**config.mk**
```make
export PLATFORM = sky130hd
export DESIGN_NAME = window_absdiff_pipe_flat
export DESIGN_NICKNAME = d
export VERILOG_FILES = /design/src/rtl/window_absdiff_pipe_if.sv /design/src/rtl/window_absdiff_pipe.sv /design/src/flat_wrapper.sv
export SDC_FILE = /design/constraint.sdc
export NUM_CORES = 1
export LEC_CHECK = 0
export BUFFER_PORTS_ARGS = -buffer_cell sky130_fd_sc_hd__buf_2
export CORE_UTILIZATION = 37
export CTS_CLUSTER_SIZE = 28
export DETAILED_ROUTE_END_ITERATION = 6
export GPL_TIMING_DRIVEN = 1
export PLACE_DENSITY_LB_ADDON = 0.05
export SLEW_MARGIN = 20
export SYNTH_ARGS = -nofsm -noshare
export SYNTH_HDL_FRONTEND = slang
export SYNTH_SLANG_ARGS = --single-unit
```
**constraint.sdc**
```tcl
create_clock -name clk -period 10.95 [get_ports clk]
set_input_delay 1.6425 -clock clk [delete_from_list [all_inputs] [get_ports clk]]
set_output_delay 1.6425 -clock clk [all_outputs]
set_load 0.05 [all_outputs]
```
**src/rtl/window_absdiff_pipe_if.sv**
```systemverilog
// Valid/ready bus of the abs-diff stage: window + threshold/mode in, per-tap results out.
interface window_absdiff_pipe_if #(
  parameter int DATA_W = 8,
  parameter int TAPS   = 9
);
  localparam int CNT_W = $clog2(TAPS + 1);

  logic                   in_valid;
  logic                   in_ready;
  logic [TAPS*DATA_W-1:0] pix_in;
  logic [DATA_W-1:0]      thr_in;
  logic                   mode_in;
  logic                   out_valid;
  logic                   out_ready;
  logic [TAPS*DATA_W-1:0] diff_out;
  logic [TAPS*DATA_W-1:0] pix_out;
  logic [TAPS-1:0]        mask_out;
  logic [CNT_W-1:0]       cnt_out;

  modport master (
    output in_valid, pix_in, thr_in, mode_in, out_ready,
    input  in_ready, out_valid, diff_out, pix_out, mask_out, cnt_out
  );

  modport slave (
    input  in_valid, pix_in, thr_in, mode_in, out_ready,
    output in_ready, out_valid, diff_out, pix_out, mask_out, cnt_out
  );
endinterface

```
**src/rtl/window_absdiff_pipe.sv**
```systemverilog
// Two-stage pipe computing |p[i]-p[CENTER]| per tap with clip, threshold mask and popcount.
// Stage A holds signed differences, stage B holds the final results that drive the outputs.
module window_absdiff_pipe #(
  parameter int DATA_W = 8,
  parameter int TAPS   = 9,
  parameter int CENTER = 4
) (
  input logic                  clk,
  input logic                  rst,
  window_absdiff_pipe_if.slave bus
);
  localparam int CNT_W = $clog2(TAPS + 1);

  generate
    if (CENTER < 0 || CENTER >= TAPS) begin : g_center_check
      $error("window_absdiff_pipe: CENTER=%0d outside 0..%0d", CENTER, TAPS - 1);
    end
  endgenerate

  logic                   va;
  logic                   vb;
  logic                   en_a;
  logic                   en_b;
  logic [TAPS*DATA_W-1:0] pix_a;
  logic [DATA_W-1:0]      thr_a;
  logic                   mode_a;
  logic signed [DATA_W:0] d_in [TAPS];
  logic signed [DATA_W:0] d_a  [TAPS];
  logic [DATA_W-1:0]      mag;
  logic [TAPS*DATA_W-1:0] diff_nxt;
  logic [TAPS-1:0]        mask_nxt;
  logic [CNT_W-1:0]       cnt_nxt;
  logic [TAPS*DATA_W-1:0] diff_b;
  logic [TAPS*DATA_W-1:0] pix_b;
  logic [TAPS-1:0]        mask_b;
  logic [CNT_W-1:0]       cnt_b;

  // A stage may advance whenever the stage after it is empty or draining.
  assign en_b         = !vb || bus.out_ready;
  assign en_a         = !va || en_b;
  assign bus.in_ready = en_a;

  always_comb begin
    for (int i = 0; i < TAPS; i++) begin
      d_in[i] = $signed({1'b0, bus.pix_in[i*DATA_W +: DATA_W]})
              - $signed({1'b0, bus.pix_in[CENTER*DATA_W +: DATA_W]});
    end
  end

  always_ff @(posedge clk or negedge rst) begin
    if (!rst) begin
      va     <= 1'b0;
      pix_a  <= '0;
      thr_a  <= '0;
      mode_a <= 1'b0;
      for (int i = 0; i < TAPS; i++) d_a[i] <= '0;
    end else if (en_a) begin
      va     <= bus.in_valid;
      pix_a  <= bus.pix_in;
      thr_a  <= bus.thr_in;
      mode_a <= bus.mode_in;
      d_a    <= d_in;
    end
  end

  // The mask always uses the unclipped magnitude; the clip only shapes diff.
  always_comb begin
    mag      = '0;
    diff_nxt = '0;
    mask_nxt = '0;
    cnt_nxt  = '0;
    for (int i = 0; i < TAPS; i++) begin
      mag         = d_a[i][DATA_W] ? DATA_W'(-d_a[i]) : DATA_W'(d_a[i]);
      mask_nxt[i] = (mag <= thr_a);
      diff_nxt[i*DATA_W +: DATA_W] = (mode_a && (mag > thr_a)) ? thr_a : mag;
      cnt_nxt     = cnt_nxt + CNT_W'(mask_nxt[i]);
    end
  end

  always_ff @(posedge clk or negedge rst) begin
    if (!rst) begin
      vb     <= 1'b0;
      diff_b <= '0;
      pix_b  <= '0;
      mask_b <= '0;
      cnt_b  <= '0;
    end else if (en_b) begin
      vb     <= va;
      diff_b <= diff_nxt;
      pix_b  <= pix_a;
      mask_b <= mask_nxt;
      cnt_b  <= cnt_nxt;
    end
  end

  assign bus.out_valid = vb;
  assign bus.diff_out  = diff_b;
  assign bus.pix_out   = pix_b;
  assign bus.mask_out  = mask_b;
  assign bus.cnt_out   = cnt_b;
endmodule
```
**src/flat_wrapper.sv**
```systemverilog
// flat-port wrapper written by rule: the top's interface ports become plain ports
module window_absdiff_pipe_flat 
#(
  parameter int DATA_W = 8,
  parameter int TAPS   = 9,
  parameter int CENTER = 4
)
  (clk, rst, bus_in_valid, bus_pix_in, bus_thr_in, bus_mode_in, bus_out_ready, bus_in_ready, bus_out_valid, bus_diff_out, bus_pix_out, bus_mask_out, bus_cnt_out);
  window_absdiff_pipe_if #(.DATA_W(DATA_W), .TAPS(TAPS)) bus_i ();
  input logic clk;
  input logic rst;
  input wire logic [$bits(bus_i.in_valid)-1:0] bus_in_valid;
  input wire logic [$bits(bus_i.pix_in)-1:0] bus_pix_in;
  input wire logic [$bits(bus_i.thr_in)-1:0] bus_thr_in;
  input wire logic [$bits(bus_i.mode_in)-1:0] bus_mode_in;
  input wire logic [$bits(bus_i.out_ready)-1:0] bus_out_ready;
  output wire logic [$bits(bus_i.in_ready)-1:0] bus_in_ready;
  output wire logic [$bits(bus_i.out_valid)-1:0] bus_out_valid;
  output wire logic [$bits(bus_i.diff_out)-1:0] bus_diff_out;
  output wire logic [$bits(bus_i.pix_out)-1:0] bus_pix_out;
  output wire logic [$bits(bus_i.mask_out)-1:0] bus_mask_out;
  output wire logic [$bits(bus_i.cnt_out)-1:0] bus_cnt_out;
  assign bus_i.in_valid = bus_in_valid;
  assign bus_i.pix_in = bus_pix_in;
  assign bus_i.thr_in = bus_thr_in;
  assign bus_i.mode_in = bus_mode_in;
  assign bus_i.out_ready = bus_out_ready;
  assign bus_in_ready = bus_i.in_ready;
  assign bus_out_valid = bus_i.out_valid;
  assign bus_diff_out = bus_i.diff_out;
  assign bus_pix_out = bus_i.pix_out;
  assign bus_mask_out = bus_i.mask_out;
  assign bus_cnt_out = bus_i.cnt_out;
  window_absdiff_pipe #(.DATA_W(DATA_W), .TAPS(TAPS), .CENTER(CENTER)) u_core (.clk(clk), .rst(rst), .bus(bus_i));
endmodule
```
After elaboration in Yosys (flattened, before gate mapping)
Cells that the tools add are included.

Bits in registers: 321. Bits of input ports: 85. Output and inout bits: 159. Memory bits (writable): 0. Bits in latches: 0. Memory bits (read-only): 0. Word-level logic and storage cells: 93. Memories: 0.

Add/subtract/negate cells: 26. Divide/modulo/power cells: 0. Bitwise gates (word level): 0. $mul: 0. Equality and inequality tests: 0. Reduce and logical (&&, ||, !) cells: 13. $lt $le $gt $ge: 18. Shift operators: 0. Multiplexer cells: 18.

Operator list (number): two-way mux 8 bit (18); subtractor 8 x 8 -> 9 bit (9); greater-than comparator 8 bit (9); less-or-equal comparator 8 bit (9); negation 8 bit (9); adder 4 x 1 -> 4 bit (7); logical AND 1 bit (9); adder 1 x 1 -> 2 bit (1); logical NOT 1 bit (2); logical OR 1 bit (2).

Logic depth before layout (Yosys ltp)
Gate-level depths: netlist of the first run.

Depth in word-level cells: 11. Mapped depth: 20. Mapped depth without buffers: 20.

Worst setup path after synthesis of the first run
Ideal clock, no wire load.

Path type: reg-to-reg. Start point: register u_core.d_a[68] in the netlist's numbering. End point: register u_core.cnt_b[2] (netlist: u_core.bus.cnt_out[2]). Data required time: 10873 ps. Clock period less this slack: 4752 ps. Setup time: 77 ps. Cell stages (with the launch flop): 20. Path buffers: 0. Arrival time: 4675 ps. Setup slack: 6198 ps. Path through: dfrtp_1 -> or4_1 -> o21ai_0 -> xor2_1 -> inv_1 -> ha_1 -> and4_1 -> a21boi_0 -> o21ai_0 -> ha_1 -> inv_1 -> fa_1 -> fa_1 -> fa_1 -> inv_1 -> ha_1 -> inv_1 -> fa_1 -> xor2_1 -> a21oi_1.

Longest elaborated chain between the ends: 11.

RTL lines: start: declaration (line window_absdiff_pipe.sv:28) `logic signed [DATA_W:0] d_a [TAPS];`; start signal: assignment (line window_absdiff_pipe.sv:62) `d_a <= d_in;`; negation 8 bit (line window_absdiff_pipe.sv:73) `mag = d_a[i][DATA_W] ? DATA_W'(-d_a[i]) : DATA_W'(d_a[i]);`; two-way mux 8 bit (*) (line window_absdiff_pipe.sv:73); less-or-equal comparator 8 bit (*) (line window_absdiff_pipe.sv:74) `mask_nxt[i] = (mag <= thr_a);`; net u_core.mask_nxt[1] (line window_absdiff_pipe.sv:31) `logic [TAPS-1:0] mask_nxt;`; adder 1 x 1 -> 2 bit (*) (line window_absdiff_pipe.sv:76) `cnt_nxt = cnt_nxt + CNT_W'(mask_nxt[i]);`; adder 4 x 1 -> 4 bit (*) (7 in a row) (line window_absdiff_pipe.sv:76); end signal: assignment (line window_absdiff_pipe.sv:92) `cnt_b <= cnt_nxt;`; end: declaration (line window_absdiff_pipe.sv:36) `logic [CNT_W-1:0] cnt_b;`.

The timed path passes the listed nets; every way through them passes the cells marked *. A chain may end at the register's enable or synchronous reset.

Worst setup path after layout of the first run
Start point: input port bus_out_ready. End point: output port bus_in_ready.

Longest elaborated chain between the ends: 2.

RTL lines: start: declaration (line flat_wrapper.sv:16) `input wire logic [$bits(bus_i.out_ready)-1:0] bus_out_ready;`; logical OR 1 bit (line window_absdiff_pipe.sv:39) `assign en_b = !vb || bus.out_ready;`; logical OR 1 bit (line window_absdiff_pipe.sv:40) `assign en_a = !va || en_b;`; end: declaration (line flat_wrapper.sv:17) `output wire logic [$bits(bus_i.in_ready)-1:0] bus_in_ready;`.

No other way between the ends.

==> results.md, run 1 <==
- Fin. max-slew vios: 0
- Clock Latency Late Sink: 0.57 ns
- Violated checks: DRC
- DP HPWL: 38,500 um
- Area Overhead vs Synth: 16.5%
- WP data required: 9.31 ns
- Vias/cell: 5.24
- Top post-synthesis cells by count: nand2_1 (537), dfrtp_1 (312), ha_1 (142), o21ai_0 (128), a21oi_1 (100)
- Vias in the first global route: 13.8k
- Share of the synthesized area in the top cell type: 0.441
- Switch share: 0.438
- Total Routed Length: 54,500 um
- Die area: 0.0487 mm^2
- CTS clk-pin slew, worst paths: 0.06 ns
- Hold path startpoint: u_core.bus.pix_out[7]
- Post-synth ARST share: 1.00
- Yosys warning total: 0
- Worst-path fanout max: 176
- Comb pwr share: 0.432
- VDD IR max: 0.126 mV
- Worst-case clock buffer depth: 3
- Routed Antenna Nets: 0
- R2R Path Start: u_core.d_a[68]
- Period minus WS final: 5.54 ns
- Initial core utilization: 0.378
- Share of layout cells above drive strength 1: 0.148
- CP startpoint: bus_out_ready
- Syn_area_per_cell: 8.95 um^2
- Max-Cap Viols: 0
- Worst Tran Pin Value: 0.998 ns
- Clock power share: 0.251
- Normalized max-slew margin: 0.332
- RD Place Congestion: 0.845
- # setup viols final: 0
- Fmax: 180 MHz
- Die Y: 221 um
- Number of buffers created by CTS: 39
- Avg WL per Cell: 19.4 um
- Lkg Pwr: 10.0 nW
- Syn nets: 2,217
- EDFF count, synth: 0
- CORE AREA: 0.0469 mm^2
- N_diodes: 0
- GRT Util Overall: 0.224
- IO Count: 244
- Seq/Total Area, Yosys: 0.441
- Worst Path Arrival: 3.90 ns
- First-pass GRT wire length: 82,900 um
- Final Hold Fails: 0
- Setup Buffers After CTS: 0
- CTS tree: yes
- Area leader, netlist: dfrtp_1
- Main flop type after synthesis: dfrtp_1
- Rows: 79
- Post-CTS Hold Fix Bufs: 0
- DR iter-0 viols: 903
- Post-Syn Area: 0.0177 mm^2
- Placed cell area: 0.0194 mm^2
- Hold Crit Class: reg -> reg
- Clk sinks: 312
- Most used standard cell by instance count after synthesis: nand2_1
- DIE WIDTH: 221 um
- Mapped Cells: 1,977
- Via count: 14.7k
- RSZ-0062 raised after global routing: no
- Htree depth: 2
- Critical Path End Type: output pin
- Placed Cells incl. Taps: 2,740
- Residual DRC: 12
- Synth unique cells: 51
- TritonRoute pass-1 iters: 7
- Final period utilization: 0.506
- Number of nets in the layout: 2,414
- Net Switching: 2.22 mW
- Final setup TNS: 0 ns
- Final Core Density: 0.440
- Setup Skew: 0.0137 ns
- Fillers: 4,743
- Status: finished, violations left
- Int Pwr: 2.84 mW
- Dominant cells by area after synthesis: dfrtp_1 (44%), nand2_1 (11%), ha_1 (10%)
- #FFs+latches synth: 312
- CP Class: in -> out
- Layout Cell Area excl Fill: 0.0206 mm^2
- Initial antenna violation count: 2
- Pin count of the biggest net entering global routing: 177
- Post-CTS Resized: 0
- Crit start category: primary input
- Congestion Overflow GR: 0
- Root buffer cell: clkbuf_16
- Final cell count without fillers: 2,809
- Seq pwr share: 0.317
- IO Port Bufs: 243
- PwrDens: 245 mW/mm^2
## registers in the layout (all words and copies together) (netlist names)
signal,count
u_core.bus.cnt_out,4
u_core.bus.diff_out,72
u_core.bus.mask_out,9
u_core.bus.out_valid,1
u_core.bus.pix_out,72
u_core.d_a,72
u_core.mode_a,1
u_core.pix_a,72
u_core.thr_a,8
u_core.va,1
## worst paths after layout
check	end	slack (ns)	cells after the start
max in group asynchronous	u_core.bus.pix_out[52]	8.39	2
max reg2reg	u_core.bus.cnt_out[2]	5.51	19
min reg2reg	u_core.bus.pix_out[7]	0.46	2
min in group asynchronous	u_core.bus.diff_out[36]	1.04	1
max	bus_in_ready	5.41	6
min	u_core.bus.pix_out[7]	0.46	2
## cell usage in the layout, fill, tap and decap left out, types with 40 or more instances in the layout
cell type,n
clkbuf_16,40
buf_2,242
o21ai_0,128
dfrtp_1,312
ha_1,142
nand2_1,537
nor2_1,70
xnor2_1,49
a21oi_1,100
inv_1,84
nor3_1,42
## power groups by stage
stage	sequential, mW	combinational (mW)	clock, mW
2_1_floorplan	2.19	1.03	0
3_3_place_gp	1.62	2.16	0
3_5_place_dp	1.62	2.19	0
4_1_cts	1.61	2.20	1.31
5_1_grt	1.64	2.40	1.35
6_report	1.60	2.18	1.27
## cell families (layout without fill, tap and decap cells)
kind of cell	after synthesis	count (layout)	synth area share
compound gates	414	414	0.151
xor+xnor	65	65	0.0322
fa+ha+maj	155	155	0.115
buf+inv	180	405	0.0426
flops	312	312	0.441
mux	11	11	0.00643
other cells	1	1	0.000212
simple gates	839	839	0.211
## cell type report
type                       instances  area (um^2)  area share
sequential                       312         7810       0.379
multi-input combinational       1485         9150       0.444
timing repair buffer             251         1310      0.0636
tap                              607          759      0.0369
clock buffer                      56         1120      0.0544
clock inverter                    13          136     0.00662
inverter                          85          322      0.0156
## per-stage QoR
step	hold slack [ns]	total power, mW	setup slack (ns)
finish	0.461	5.06	5.41
global route	0.480	5.39	5.15
CTS	0.464	5.11	5.33
detailed placement	0.451	3.82	5.34
global placement	0.444	3.78	5.30
floorplan	0.425	3.22	6.20
## metal layers
| layer | routed length (um) | global-route usage | vias up |
|---|---|---|---|
| met3 | 2810 | 0.0395 | 70 |
| li1 | - | - | 7225 |
| met4 | 1030 | 0.0550 | 4 |
| met2 | 23400 | 0.327 | 345 |
| met1 | 27200 | 0.339 | 7089 |
| met5 | 20 | 0 | - |
## critical path: stages
cell and delay [ns]:
buf_2 0.12, nor2b_4 0.12, buf_12 0.54, and2_4 0.61, inv_4 0.40, buf_2 0.35
Power figures use the tool's default switching activity.
==> run 2, diff against run 1 <==
clock period = 4.6 ns   (was 10.95 ns; I/O delays follow)
==> run 2 against run 1 <==
Net effect:
- the run ends with DRC, setup timing left
- register-to-register slack got worse by 5.9 ns
- total power grew 150%
- utilization increased by 1.1 points
- sequential share of layout area is 0.94 points lower
- flip-flop and latch count stayed put
- critical path depth grew 12
- critical path type is now reg -> reg
- routed wire length rose by 0.41%
- global-route usage up 0.24 points
- largest cell class unchanged
- sequential power up 140%
==> results.md, run 2 (synthesis gave the netlist of run 1 again) <==
- Status: finished, violations left
- Violated checks: DRC, setup timing
- RSZ-0062 raised after global routing: yes
- Number of nets in the layout: 2,470
- Fmax: 202 MHz
- Die Y: 221 um
- RD Place Congestion: 0.881
- Root buffer cell: clkbuf_16
- Crit start category: register
- IO Port Bufs: 243
- DR iter-0 viols: 937
- # setup viols final: 3
- Final Hold Fails: 0
- DIE WIDTH: 221 um
- Avg WL per Cell: 19.1 um
- Crit path buf inv count: 4
- First-pass GRT wire length: 84,200 um
- Lkg Pwr: 10.3 nW
- Commonest cells after routing, fill and taps aside: nand2_1 (536), dfrtp_1 (312), buf_2 (242), ha_1 (140), o21ai_0 (124)
- Fillers: 4,624
- Rows: 79
- Crit path cell chain: or4_4 > o21ai_2 > xor2_1 > inv_1 > ha_4 > and4_1 > a21boi_2 > o21ai_2 > ha_1 > inv_2 > fa_2 > fa_1 > fa_1 > inv_2 > ha_4 > inv_2 > fa_2 > a21oi_2
- Congestion Overflow GR: 0
- Routed Antenna Nets: 0
- Final period utilization: 1.08
- CTS clk-pin slew, worst paths: 0.06 ns
- Normalized max-slew margin: 0.356
- Setup Skew: 0.0239 ns
- Worst Tran Pin Value: 0.967 ns
- Residual DRC: 15
- Max-Cap Viols: 0
- CORE AREA: 0.0469 mm^2
- Clock Latency Late Sink: 0.56 ns
- Hold slack: 0.162 ns
- IO Count: 244
- CP Class: reg -> reg
- DP HPWL: 40,200 um
- Initial core utilization: 0.378
- Worst path slowest cell: fa_2
- R2R setup slack: -0.35 ns
- PwrDens: 594 mW/mm^2
- Post-CTS Hold Fix Bufs: 0
- CP top delay family: adder cells
- Htree depth: 2
- CP dominant cell by count: inv_2
- CP max stage delay: 0.61 ns
- Total Routed Length: 54,700 um
- Fin. max-slew vios: 0
- Period minus WS final: 4.95 ns
- Vias/cell: 5.19
- Die area: 0.0487 mm^2
- TritonRoute pass-1 iters: 7
- Placed Cells incl. Taps: 2,792
- Share of layout cells above drive strength 1: 0.177
- Initial antenna violation count: 1
- WP data required: 5.02 ns
- Final worst slack: -0.345 ns
- GRT Util Overall: 0.226
- Pin count of the biggest net entering global routing: 121
- Final cell count without fillers: 2,866
- N_diodes: 0
- Worst-path fanout max: 3
- Vias in the first global route: 14.1k
- Worst-case clock buffer depth: 3
- Clk sinks: 312
- CTS tree: yes
- Worst Path Arrival: 5.37 ns
- Area Overhead vs Synth: 19.4%
- Critical Path End Type: register
- Number of buffers created by CTS: 39
- VDD IR max: 0.312 mV
- Via count: 14.9k
- Commonest non-fill, non-tap cell in the layout: nand2_1
- Hold Crit Class: in -> async
-- run 2: worst paths after layout --
check	startpoint	endpoint	cells after the start
max	u_core.d_a[66]	u_core.bus.cnt_out[1]	18
max in group asynchronous	rst	u_core.d_a[77]	2
max reg2reg	u_core.d_a[66]	u_core.bus.cnt_out[1]	18
min in group clk	bus_in_valid	u_core.va	2
min	rst	u_core.bus.diff_out[32]	1
min reg2reg	u_core.bus.pix_out[60]	u_core.bus.pix_out[60]	2
-- run 2: what timing repair did --
item                                   4_1_cts  5_1_grt
cloned                                       0        0
gates resized for setup                     10       11
endpoints found under the hold margin        0        0
pin swaps                                   15       15
setup buffers                                3        1
setup endpoints to repair                    4        4
-- run 2: report_power, final --
group / leakage (nW) / total (mW) / switching [mW] / internal, mW
logic: 5.95 / 5.74 / 3.82 / 1.92
registers: 3.73 / 3.80 / 0.437 / 3.37
clock network: 0.611 / 3.01 / 1.22 / 1.79
total: 10.3 / 12.6 / 5.47 / 7.08
-- run 2: worst reg2reg max path: stages (launching register included) --
cell	delay, ns
dfrtp_1	0.37
or4_4	0.53
o21ai_2	0.16
xor2_1	0.21
inv_1	0.10
ha_4	0.28
and4_1	0.20
a21boi_2	0.18
o21ai_2	0.09
ha_1	0.30
inv_2	0.04
fa_2	0.61
fa_1	0.45
fa_1	0.46
inv_2	0.08
ha_4	0.14
inv_2	0.04
fa_2	0.53
a21oi_2	0.05
-- run 2: layout make-up --
cell class | count | area (um^2) | area share
multi-input cells | 1485 | 9230 | 0.437
flip-flops and latches | 312 | 7810 | 0.369
clock buffers | 60 | 1160 | 0.0547
repair buffers | 307 | 1760 | 0.0833
clock inverters | 10 | 98.8 | 0.00468
inverters | 85 | 322 | 0.0152
well taps | 607 | 759 | 0.0359
-- run 2: metal layers --
layer | track usage | wire (um)
met1 | 0.340 | 27600
met2 | 0.332 | 23400
met3 | 0.0392 | 2580
met4 | 0.0571 | 1160
met5 | 0 | 8
-- run 2: metrics by stage --
stage	setup TNS, ns	power [mW]	cell area [um^2]	worst slack [ns]	util
finish	-0.921	12.6	21100	-0.345	0.451
global route	-1.52	13.4	21100	-0.530	0.451
CTS	-0.892	12.5	21100	-0.336	0.450
detailed placement	-1.70	9.33	19800	-0.629	0.422
global placement	-1.23	9.21	19800	-0.512	0.422
floorplan	0	7.67	17700	0.0481	-
